===== src/rtl/traffic_phase_scheduler_if.sv =====
// Request/lamp bundle for traffic_phase_scheduler: sensor and button requests in,
// lamp drives, acknowledge pulses and debug phase out.
interface traffic_phase_scheduler_if;
    logic       req_ns;
    logic       req_ew;
    logic       req_ped;
    logic       night;
    logic [3:0] leds;
    logic       walk;
    logic       ack_ns;
    logic       ack_ew;
    logic       ack_ped;
    logic [2:0] phase;

    modport master (
        output req_ns, req_ew, req_ped, night,
        input  leds, walk, ack_ns, ack_ew, ack_ped, phase
    );

    modport slave (
        input  req_ns, req_ew, req_ped, night,
        output leds, walk, ack_ns, ack_ew, ack_ped, phase
    );
endinterface


===== src/rtl/traffic_phase_scheduler.sv =====
// Round-robin intersection phase controller (NS, EW, pedestrian) with prescaled dwell timer.
// Optional night flashing-yellow mode is enabled by defining TRAFFIC_NIGHT_FLASH_EN.
module traffic_phase_scheduler #(
    parameter int unsigned PRE_SCALE       = 2,
    parameter logic [7:0]  MIN_GREEN_TICKS = 8'd40,
    parameter logic [7:0]  YELLOW_TICKS    = 8'd10,
    parameter logic [7:0]  ALL_RED_TICKS   = 8'd4,
    parameter logic [7:0]  WALK_TICKS      = 8'd30
) (
    input logic                      clock,
    input logic                      reset_n,
    traffic_phase_scheduler_if.slave bus
);
    localparam int unsigned CW = 8 + PRE_SCALE;

    typedef enum logic [2:0] {
        NS_GREEN  = 3'd0,
        NS_YELLOW = 3'd1,
        EW_GREEN  = 3'd2,
        EW_YELLOW = 3'd3,
        ALL_RED   = 3'd4,
        WALK      = 3'd5,
        FLASH     = 3'd6
    } state_t;

    typedef enum logic [1:0] {SRV_NS, SRV_EW, SRV_PED} served_t;

    state_t          state, state_n;
    served_t         last_served, served_n;
    logic [CW-1:0]   counter;
    logic            expire, reload;
    logic            pend_ns, pend_ew, pend_ped;
    logic            enter_ns, enter_ew, enter_ped;
    logic [3:0]      leds_q, leds_n;
    logic            walk_q, ack_ns_q, ack_ew_q, ack_ped_q;

    function automatic logic [CW-1:0] load_of(input state_t s);
        logic [7:0] t;
        case (s)
            NS_GREEN, EW_GREEN:   t = MIN_GREEN_TICKS;
            NS_YELLOW, EW_YELLOW: t = YELLOW_TICKS;
            WALK:                 t = WALK_TICKS;
`ifdef TRAFFIC_NIGHT_FLASH_EN
            FLASH:                t = YELLOW_TICKS;
`endif
            default:              t = ALL_RED_TICKS;
        endcase
        return CW'(t) << PRE_SCALE;
    endfunction

    assign expire    = (counter == '0);
    assign enter_ns  = (state_n == NS_GREEN) && (state != NS_GREEN);
    assign enter_ew  = (state_n == EW_GREEN) && (state != EW_GREEN);
    assign enter_ped = (state_n == WALK)     && (state != WALK);

    always_comb begin
        state_n  = state;
        served_n = last_served;
        reload   = 1'b0;
        case (state)
            NS_GREEN:  if (expire && (pend_ew || pend_ped)) state_n = NS_YELLOW;
            EW_GREEN:  if (expire && (pend_ns || pend_ped)) state_n = EW_YELLOW;
            NS_YELLOW, EW_YELLOW, WALK: if (expire) state_n = ALL_RED;
            ALL_RED: if (expire) begin
`ifdef TRAFFIC_NIGHT_FLASH_EN
                if (bus.night) state_n = FLASH;
                else
`endif
                begin
                    // Search starts just after the last granted requester; with nothing
                    // pending the light rests in NS green without moving the pointer.
                    state_n = NS_GREEN;
                    case (last_served)
                        SRV_NS: begin
                            if (pend_ew)       begin state_n = EW_GREEN; served_n = SRV_EW;  end
                            else if (pend_ped) begin state_n = WALK;     served_n = SRV_PED; end
                            else if (pend_ns)  begin state_n = NS_GREEN; served_n = SRV_NS;  end
                        end
                        SRV_EW: begin
                            if (pend_ped)      begin state_n = WALK;     served_n = SRV_PED; end
                            else if (pend_ns)  begin state_n = NS_GREEN; served_n = SRV_NS;  end
                            else if (pend_ew)  begin state_n = EW_GREEN; served_n = SRV_EW;  end
                        end
                        default: begin
                            if (pend_ns)       begin state_n = NS_GREEN; served_n = SRV_NS;  end
                            else if (pend_ew)  begin state_n = EW_GREEN; served_n = SRV_EW;  end
                            else if (pend_ped) begin state_n = WALK;     served_n = SRV_PED; end
                        end
                    endcase
                end
            end
`ifdef TRAFFIC_NIGHT_FLASH_EN
            FLASH: if (expire) begin
                if (bus.night) reload  = 1'b1;
                else           state_n = ALL_RED;
            end
`endif
            default: state_n = ALL_RED;
        endcase
    end

    always_comb begin
        leds_n = '0;
        case (state_n)
            NS_GREEN:  leds_n = 4'b1000;
            NS_YELLOW: leds_n = 4'b0100;
            EW_GREEN:  leds_n = 4'b0010;
            EW_YELLOW: leds_n = 4'b0001;
`ifdef TRAFFIC_NIGHT_FLASH_EN
            // XOR with 0101 swaps between the NS and EW yellow lamps
            FLASH:     leds_n = (state != FLASH) ? 4'b0100 : (reload ? (leds_q ^ 4'b0101) : leds_q);
`endif
            default:   leds_n = '0;
        endcase
    end

    always_ff @(posedge clock or negedge reset_n) begin
        if (!reset_n) begin
            state       <= ALL_RED;
            last_served <= SRV_PED;
            counter     <= CW'(ALL_RED_TICKS) << PRE_SCALE;
            pend_ns     <= 1'b0;
            pend_ew     <= 1'b0;
            pend_ped    <= 1'b0;
            leds_q      <= '0;
            walk_q      <= 1'b0;
            ack_ns_q    <= 1'b0;
            ack_ew_q    <= 1'b0;
            ack_ped_q   <= 1'b0;
        end else begin
            state       <= state_n;
            last_served <= served_n;
            if ((state_n != state) || reload) counter <= load_of(state_n);
            else if (!expire)                 counter <= counter - CW'(1);
            pend_ns     <= enter_ns  ? 1'b0 : (pend_ns  | (bus.req_ns  && (state != NS_GREEN)));
            pend_ew     <= enter_ew  ? 1'b0 : (pend_ew  | (bus.req_ew  && (state != EW_GREEN)));
            pend_ped    <= enter_ped ? 1'b0 : (pend_ped | (bus.req_ped && (state != WALK)));
            ack_ns_q    <= enter_ns  & pend_ns;
            ack_ew_q    <= enter_ew  & pend_ew;
            ack_ped_q   <= enter_ped & pend_ped;
            leds_q      <= leds_n;
            walk_q      <= (state_n == WALK);
        end
    end

    assign bus.leds    = leds_q;
    assign bus.walk    = walk_q;
    assign bus.ack_ns  = ack_ns_q;
    assign bus.ack_ew  = ack_ew_q;
    assign bus.ack_ped = ack_ped_q;
    assign bus.phase   = state;
endmodule


===== src/flat_wrapper.sv =====
// flat-port wrapper written by rule: the top's interface ports become plain ports
module traffic_phase_scheduler_flat 
#(
    parameter int unsigned PRE_SCALE       = 2,
    parameter logic [7:0]  MIN_GREEN_TICKS = 8'd40,
    parameter logic [7:0]  YELLOW_TICKS    = 8'd10,
    parameter logic [7:0]  ALL_RED_TICKS   = 8'd4,
    parameter logic [7:0]  WALK_TICKS      = 8'd30
)
  (clock, reset_n, bus_req_ns, bus_req_ew, bus_req_ped, bus_night, bus_leds, bus_walk, bus_ack_ns, bus_ack_ew, bus_ack_ped, bus_phase);
  traffic_phase_scheduler_if bus_i ();
  input logic clock;
  input logic reset_n;
  input wire logic [$bits(bus_i.req_ns)-1:0] bus_req_ns;
  input wire logic [$bits(bus_i.req_ew)-1:0] bus_req_ew;
  input wire logic [$bits(bus_i.req_ped)-1:0] bus_req_ped;
  input wire logic [$bits(bus_i.night)-1:0] bus_night;
  output wire logic [$bits(bus_i.leds)-1:0] bus_leds;
  output wire logic [$bits(bus_i.walk)-1:0] bus_walk;
  output wire logic [$bits(bus_i.ack_ns)-1:0] bus_ack_ns;
  output wire logic [$bits(bus_i.ack_ew)-1:0] bus_ack_ew;
  output wire logic [$bits(bus_i.ack_ped)-1:0] bus_ack_ped;
  output wire logic [$bits(bus_i.phase)-1:0] bus_phase;
  assign bus_i.req_ns = bus_req_ns;
  assign bus_i.req_ew = bus_req_ew;
  assign bus_i.req_ped = bus_req_ped;
  assign bus_i.night = bus_night;
  assign bus_leds = bus_i.leds;
  assign bus_walk = bus_i.walk;
  assign bus_ack_ns = bus_i.ack_ns;
  assign bus_ack_ew = bus_i.ack_ew;
  assign bus_ack_ped = bus_i.ack_ped;
  assign bus_phase = bus_i.phase;
  traffic_phase_scheduler #(.PRE_SCALE(PRE_SCALE), .MIN_GREEN_TICKS(MIN_GREEN_TICKS), .YELLOW_TICKS(YELLOW_TICKS), .ALL_RED_TICKS(ALL_RED_TICKS), .WALK_TICKS(WALK_TICKS)) u_core (.clock(clock), .reset_n(reset_n), .bus(bus_i));
endmodule

===== config.mk =====
export PLATFORM = sky130hd
export DESIGN_NAME = traffic_phase_scheduler_flat
export DESIGN_NICKNAME = d
export VERILOG_FILES = /design/src/rtl/traffic_phase_scheduler_if.sv /design/src/rtl/traffic_phase_scheduler.sv /design/src/flat_wrapper.sv
export SDC_FILE = /design/constraint.sdc
export NUM_CORES = 1
export LEC_CHECK = 0
export CAP_MARGIN = 20
export CORE_ASPECT_RATIO = 1.5
export CORE_MARGIN = 1.5
export CORE_UTILIZATION = 25
export DETAILED_ROUTE_END_ITERATION = 10
export SLEW_MARGIN = 15
export SYNTH_ARGS = -nofsm -noshare
export SYNTH_HDL_FRONTEND = slang
export SYNTH_SLANG_ARGS = --single-unit

===== constraint.sdc =====
create_clock -name clock -period 2.57 [get_ports clock]
set_input_delay 0.514 -clock clock [delete_from_list [all_inputs] [get_ports clock]]
set_output_delay 0.514 -clock clock [all_outputs]
set_load 0.01 [all_outputs]

== Word level (Yosys, flattened, before mapping) ==
Cells that the tools add are included.
Storage, ports and cells
  register bits after elaboration: 26
  input port bits: 6
  output and inout bits: 11
  word-level logic and storage cells: 81
Cells by class
  $add $sub $neg: 1
  equal/unequal tests: 14
  mux-type cells: 29
  bitwise gates (word level): 6
  reduce and logical (&&, ||, !) cells: 20
Operator list (count)
  2-to-1 mux 3 bit: 9
  2-to-1 mux 10 bit: 2
  2-to-1 mux 2 bit: 10
  one-hot mux 6 bit (3 select lines): 1
  one-hot mux 4 bit (4 select lines): 1
  equality test 3 x 2 -> 1 bit (second input constant): 4
  one-hot mux 3 bit (4 select lines): 1
  logical NOT 10 bit: 1
  subtractor 10 x 1 -> 10 bit (second input constant): 1
  equality test 3 bit (second input constant): 3
  logical AND 1 bit: 8
  equality test 3 x 1 -> 1 bit (second input constant): 2
  logical NOT 3 bit: 2
  one-hot mux 3 bit (2 select lines): 1
  nonzero test 3 bit: 2
  one-hot mux 2 bit (2 select lines): 1
  OR reduction 2 bit: 2
  bitwise AND 1 bit: 3
  2-to-1 mux 1 bit: 3
  inequality test 3 x 2 -> 1 bit (second input constant): 1
  inequality test 3 bit: 1
  inequality test 3 bit (second input constant): 1
  bitwise OR 1 bit: 3
  AND reduction 3 bit: 1
  other kinds (5): 6

== Depth between registers and ports, before layout ==
  depth after elaboration: 10
  gate-level depth with buffers: 9

== Worst setup path after synthesis ==
Ideal clock, no wire load.
  kind: register -> register
  start point: register u_core.counter[0]
  end point: register u_core.pend_ns
  setup time: 0.119 ns
  arrival: 1.931 ns
  setup slack: 0.520 ns
  stages on the path, launching flop included: 8
  buffers on the path: 0
  clock period less this slack: 2.050 ns
  cell sequence: dfrtp_1 -> inv_1 -> ha_1 -> nor4b_2 -> nand3b_2 -> o31a_1 -> or3_4 -> o21ba_1
On the way
  longest elaborated chain between the ends: 7
  elaborated cells on any way between the ends: 11
  classes of those cells: 6 x mux; 5 x reduce/logical
Ends and longest elaborated chain
  start: declaration: RTL line traffic_phase_scheduler.sv:30  | logic [CW-1:0] counter;
  start signal: assignment: RTL line traffic_phase_scheduler.sv:121  | counter <= CW'(ALL_RED_TICKS) << PRE_SCALE;
  start signal: assignment: RTL line traffic_phase_scheduler.sv:133  | if ((state_n != state) || reload) counter <= load_of(state_n);
  start signal: assignment: RTL line traffic_phase_scheduler.sv:134  | else if (!expire) counter <= counter - CW'(1);
  logical NOT 10 bit (*): RTL line traffic_phase_scheduler.sv:51  | assign expire = (counter == '0);
  logical AND 1 bit, on equally long branches: RTL line traffic_phase_scheduler.sv:62, traffic_phase_scheduler.sv:61
  2-to-1 mux 3 bit, on equally long branches: RTL line traffic_phase_scheduler.sv:62, traffic_phase_scheduler.sv:61
  one-hot mux 3 bit (4 select lines) (*): RTL line traffic_phase_scheduler.sv:60  | case (state)
  logical NOT 3 bit (*): RTL line traffic_phase_scheduler.sv:52  | assign enter_ns = (state_n == NS_GREEN) && (state != NS_GREEN);
  logical AND 1 bit (*): RTL line traffic_phase_scheduler.sv:52
  2-to-1 mux 1 bit (*): RTL line traffic_phase_scheduler.sv:135  | pend_ns <= enter_ns ? 1'b0 : (pend_ns | (bus.req_ns && (state != NS_GREEN)));
  end signal: assignment: RTL line traffic_phase_scheduler.sv:135
  end: declaration: RTL line traffic_phase_scheduler.sv:32  | logic pend_ns, pend_ew, pend_ped;
Every way passes the cells marked *; elsewhere a longest branch is shown, timed or not.
A chain may end at the register's enable or synchronous reset.

== Final worst setup path ==
Same ends and word-level chain as after synthesis.

==> qor.yml <==
setup_viol: 0
synth-seq-area-share_pct: 48.0
grt_first_pass_wirelength_um: 5170
cpPeakStageDelay_ns: 0.40
startpoint_type: "flop"
insertion_delay_ns: 0.28
die_w_um: 63.3
syn_nets: 151
dieHeight_um: 93.5
ff2ff_path_depth: 7
num_rows: 32
crit_fanout: 9
synth_area_um2: 1360
synth_warnings: 0
crit_chain: "inv_1 > ha_1 > nor4b_2 > nand3b_2 > o31a_1 > or3_4 > o21ba_1"
synthTopCellsByCount: "dfrtp_1 (23), nor2_1 (19), a21oi_1 (12), nand2_1 (12), inv_1 (7)"
cts_root_buf: "clkbuf_8"
maxCapViolations: 0
viasPerCell: 4.70
syn_avg_cell_area_um2: 9.47
cp.required_ns: 2.75
cp-end-kind: "flop"
outcome: "finished clean"
fin_tns_setup_ns: 0
overflow: 0
hold_viol: 0
synth_seq_cells: 26
yosys-top-cells-area: "dfrtp_1 (42%), dfstp_2 (5.8%), nor2_1 (5.2%)"
start_util_pct: 26.2
seq_area_um2: 654
cts_tree: "yes"
grt_max_degree: 27
gp_congestion: 0.765
antenna_found_initial: 0
dpl_cell_area_um2: 1610
cp-startpoint: "u_core.counter[0]$_DFFE_PN0P_"
cts_resized: 0
fmax_mhz: 431
detail_route.wl_per_cell_um: 12.9
timing.final.crit_share_pct: 90.2
worst_hold_path_type: "flop to flop"
synthDominantCellAreaShare_pct: 42.2
drc: 0
endpoint: "u_core.pend_ns$_DFF_PN0_"
met1_length_um: 1360
area_growth_syn_to_layout_pct: 21.5
final_layout_size_suffix_gt1_share_pct: 11.7
clock_skew_ns: 0.00542
slew_violations: 0
final.min_clock_period_ns: 2.32
cts_num_sinks: 26
fp.dieArea_um2: 5920
worst_pin_slew_ns: 0.683
rr_endpoint: "u_core.pend_ns$_DFF_PN0_"
portBuffers: 15
crit_path_top_delay_cell: "or3_4"
cp_data_arrival_time_ns: 2.50
cts_setup_buffers: 0
clock_path_buffers: 2
final_nets: 170
ir_drop_mv: 0.322
synth_edf_count: 0
rsz0062_at_grt: "false"
drt-initial-drc-count: 27
grt_pass1_vias: 1120
dr_wl_met3_um: 47
first_pass_iters: 4
ctsHoldBuffers: 0
netlist_instances: 144
ioPinCount: 17
num_antenna_cells: 0
fin_area_um2: 1660
hpwl_um: 2140
track_usage_pct: 11.3
vias: 1081
synth_cell_type_count: 45
routed_wl_um: 2960
rrSetupSlack_ns: 0.25
fill_cells: 574
timing.rr.start: "u_core.counter[0]$_DFFE_PN0P_"
multi_input_area_um2: 658
p_leak_nw: 0.677
routed.top_layer: "met4"
clkTransAtPathRegs_ns: 0.09
core_um2: 5200
synth_flop_cell: "dfrtp_1"
power_density_nw_per_um2: 995
synthArstFlopShare_pct: 100
synth_top_area_cell: "dfrtp_1"
htreeDepth: 1
numCtsBuffers: 3
worstSetupPathType: "flop to flop"
hold_ws_ns: 0.557
wl_met2_um: 1480
post-synth-top-count-cell: "dfrtp_1"
slew-limit-headroom_pct: 54.1
detail-route-antenna-nets: 0
registers in the layout (all words and copies together) (netlist names):
name	cells
u_core.counter	10
u_core.bus.leds	4
u_core.bus.phase	3
u_core.last_served	2
u_core.bus.ack_ew	1
u_core.bus.ack_ns	1
u_core.bus.ack_ped	1
u_core.bus.walk	1
u_core.pend_ew	1
u_core.pend_ns	1
u_core.pend_ped	1
logic make-up (layout without fill, tap and decap cells):
group,count (synthesis),count (layout),share of synthesized area [%]
muxes,1,1,0.826
AOI/OAI and AO/OA,36,36,17.8
adders and majority gates,1,1,0.917
xor gates and xnor gates,3,3,1.93
and+or+nand+nor,64,64,26.8
DFF,26,26,48.0
buffers and inverters,13,31,3.76
layer usage:
layer	track usage [%]	vias up
met4	5.98	0
met3	1.44	5
met5	0	-
met2	20.2	13
li1	-	547
met1	12.9	516
power breakdown:
group,switching [mW],internal [mW]
Clock,0.133,0.111
Combinational,0.341,0.339
Sequential,0.166,0.558
worst max-delay path, delay by kind of cell, from the launching register on:
family	cells	cell delay (ns)
simple gates	3	0.97
compound gates	2	0.55
flops	1	0.39
fa+ha+maj	1	0.20
buf+inv	1	0.09
how the worst min path moves through the flow:
stage | start | end | depth (start not counted) | slack [ns]
floorplan | reset_n | u_core.bus.ack_ew$_DFF_PN0_ | 0 | 0.22
global placement | u_core.last_served[1]$_DFFE_PN1P_ | u_core.last_served[1]$_DFFE_PN1P_ | 2 | 0.54
detailed placement | u_core.last_served[1]$_DFFE_PN1P_ | u_core.last_served[1]$_DFFE_PN1P_ | 2 | 0.53
CTS | u_core.last_served[1]$_DFFE_PN1P_ | u_core.last_served[1]$_DFFE_PN1P_ | 2 | 0.55
global route | u_core.last_served[1]$_DFFE_PN1P_ | u_core.last_served[1]$_DFFE_PN1P_ | 2 | 0.58
finish | u_core.last_served[1]$_DFFE_PN1P_ | u_core.last_served[1]$_DFFE_PN1P_ | 2 | 0.56
through the flow:
| stage | power [mW] | std cells | worst slack (ns) | utilization [%] |
|---|---|---|---|---|
| 2_1_floorplan | 1.17 | 144 | 0.520 | - |
| 3_3_place_gp | 1.40 | 226 | 0.272 | 31.0 |
| 3_5_place_dp | 1.42 | 226 | 0.238 | 31.0 |
| 4_1_cts | 1.66 | 230 | 0.235 | 31.8 |
| 5_1_grt | 1.78 | 230 | 0.0815 | 31.8 |
| 6_report | 1.65 | 230 | 0.251 | 31.8 |
cell usage in the layout, fill, tap and decap left out, types with 4 or more instances in the layout:
cell type        synthesis  final
nand2b_1                 5      5
nor2_1                  19     19
clkdlybuf4s50_1          0     15
buf_4                    0      5
a21oi_1                 12     12
inv_1                    7      7
nor3_1                   5      5
o21ai_0                  4      4
nor2b_1                  4      4
or3_1                    4      4
nand2_1                 12     12
dfrtp_1                 23     23
layout make-up:
class	count	share of cell area, %
clock buffers	4	2.72
inverters	7	1.59
multi-input cells	105	39.7
flip-flops and latches	26	39.5
well taps	68	5.14
repair buffers	20	11.3
Power figures use the tool's default switching activity.
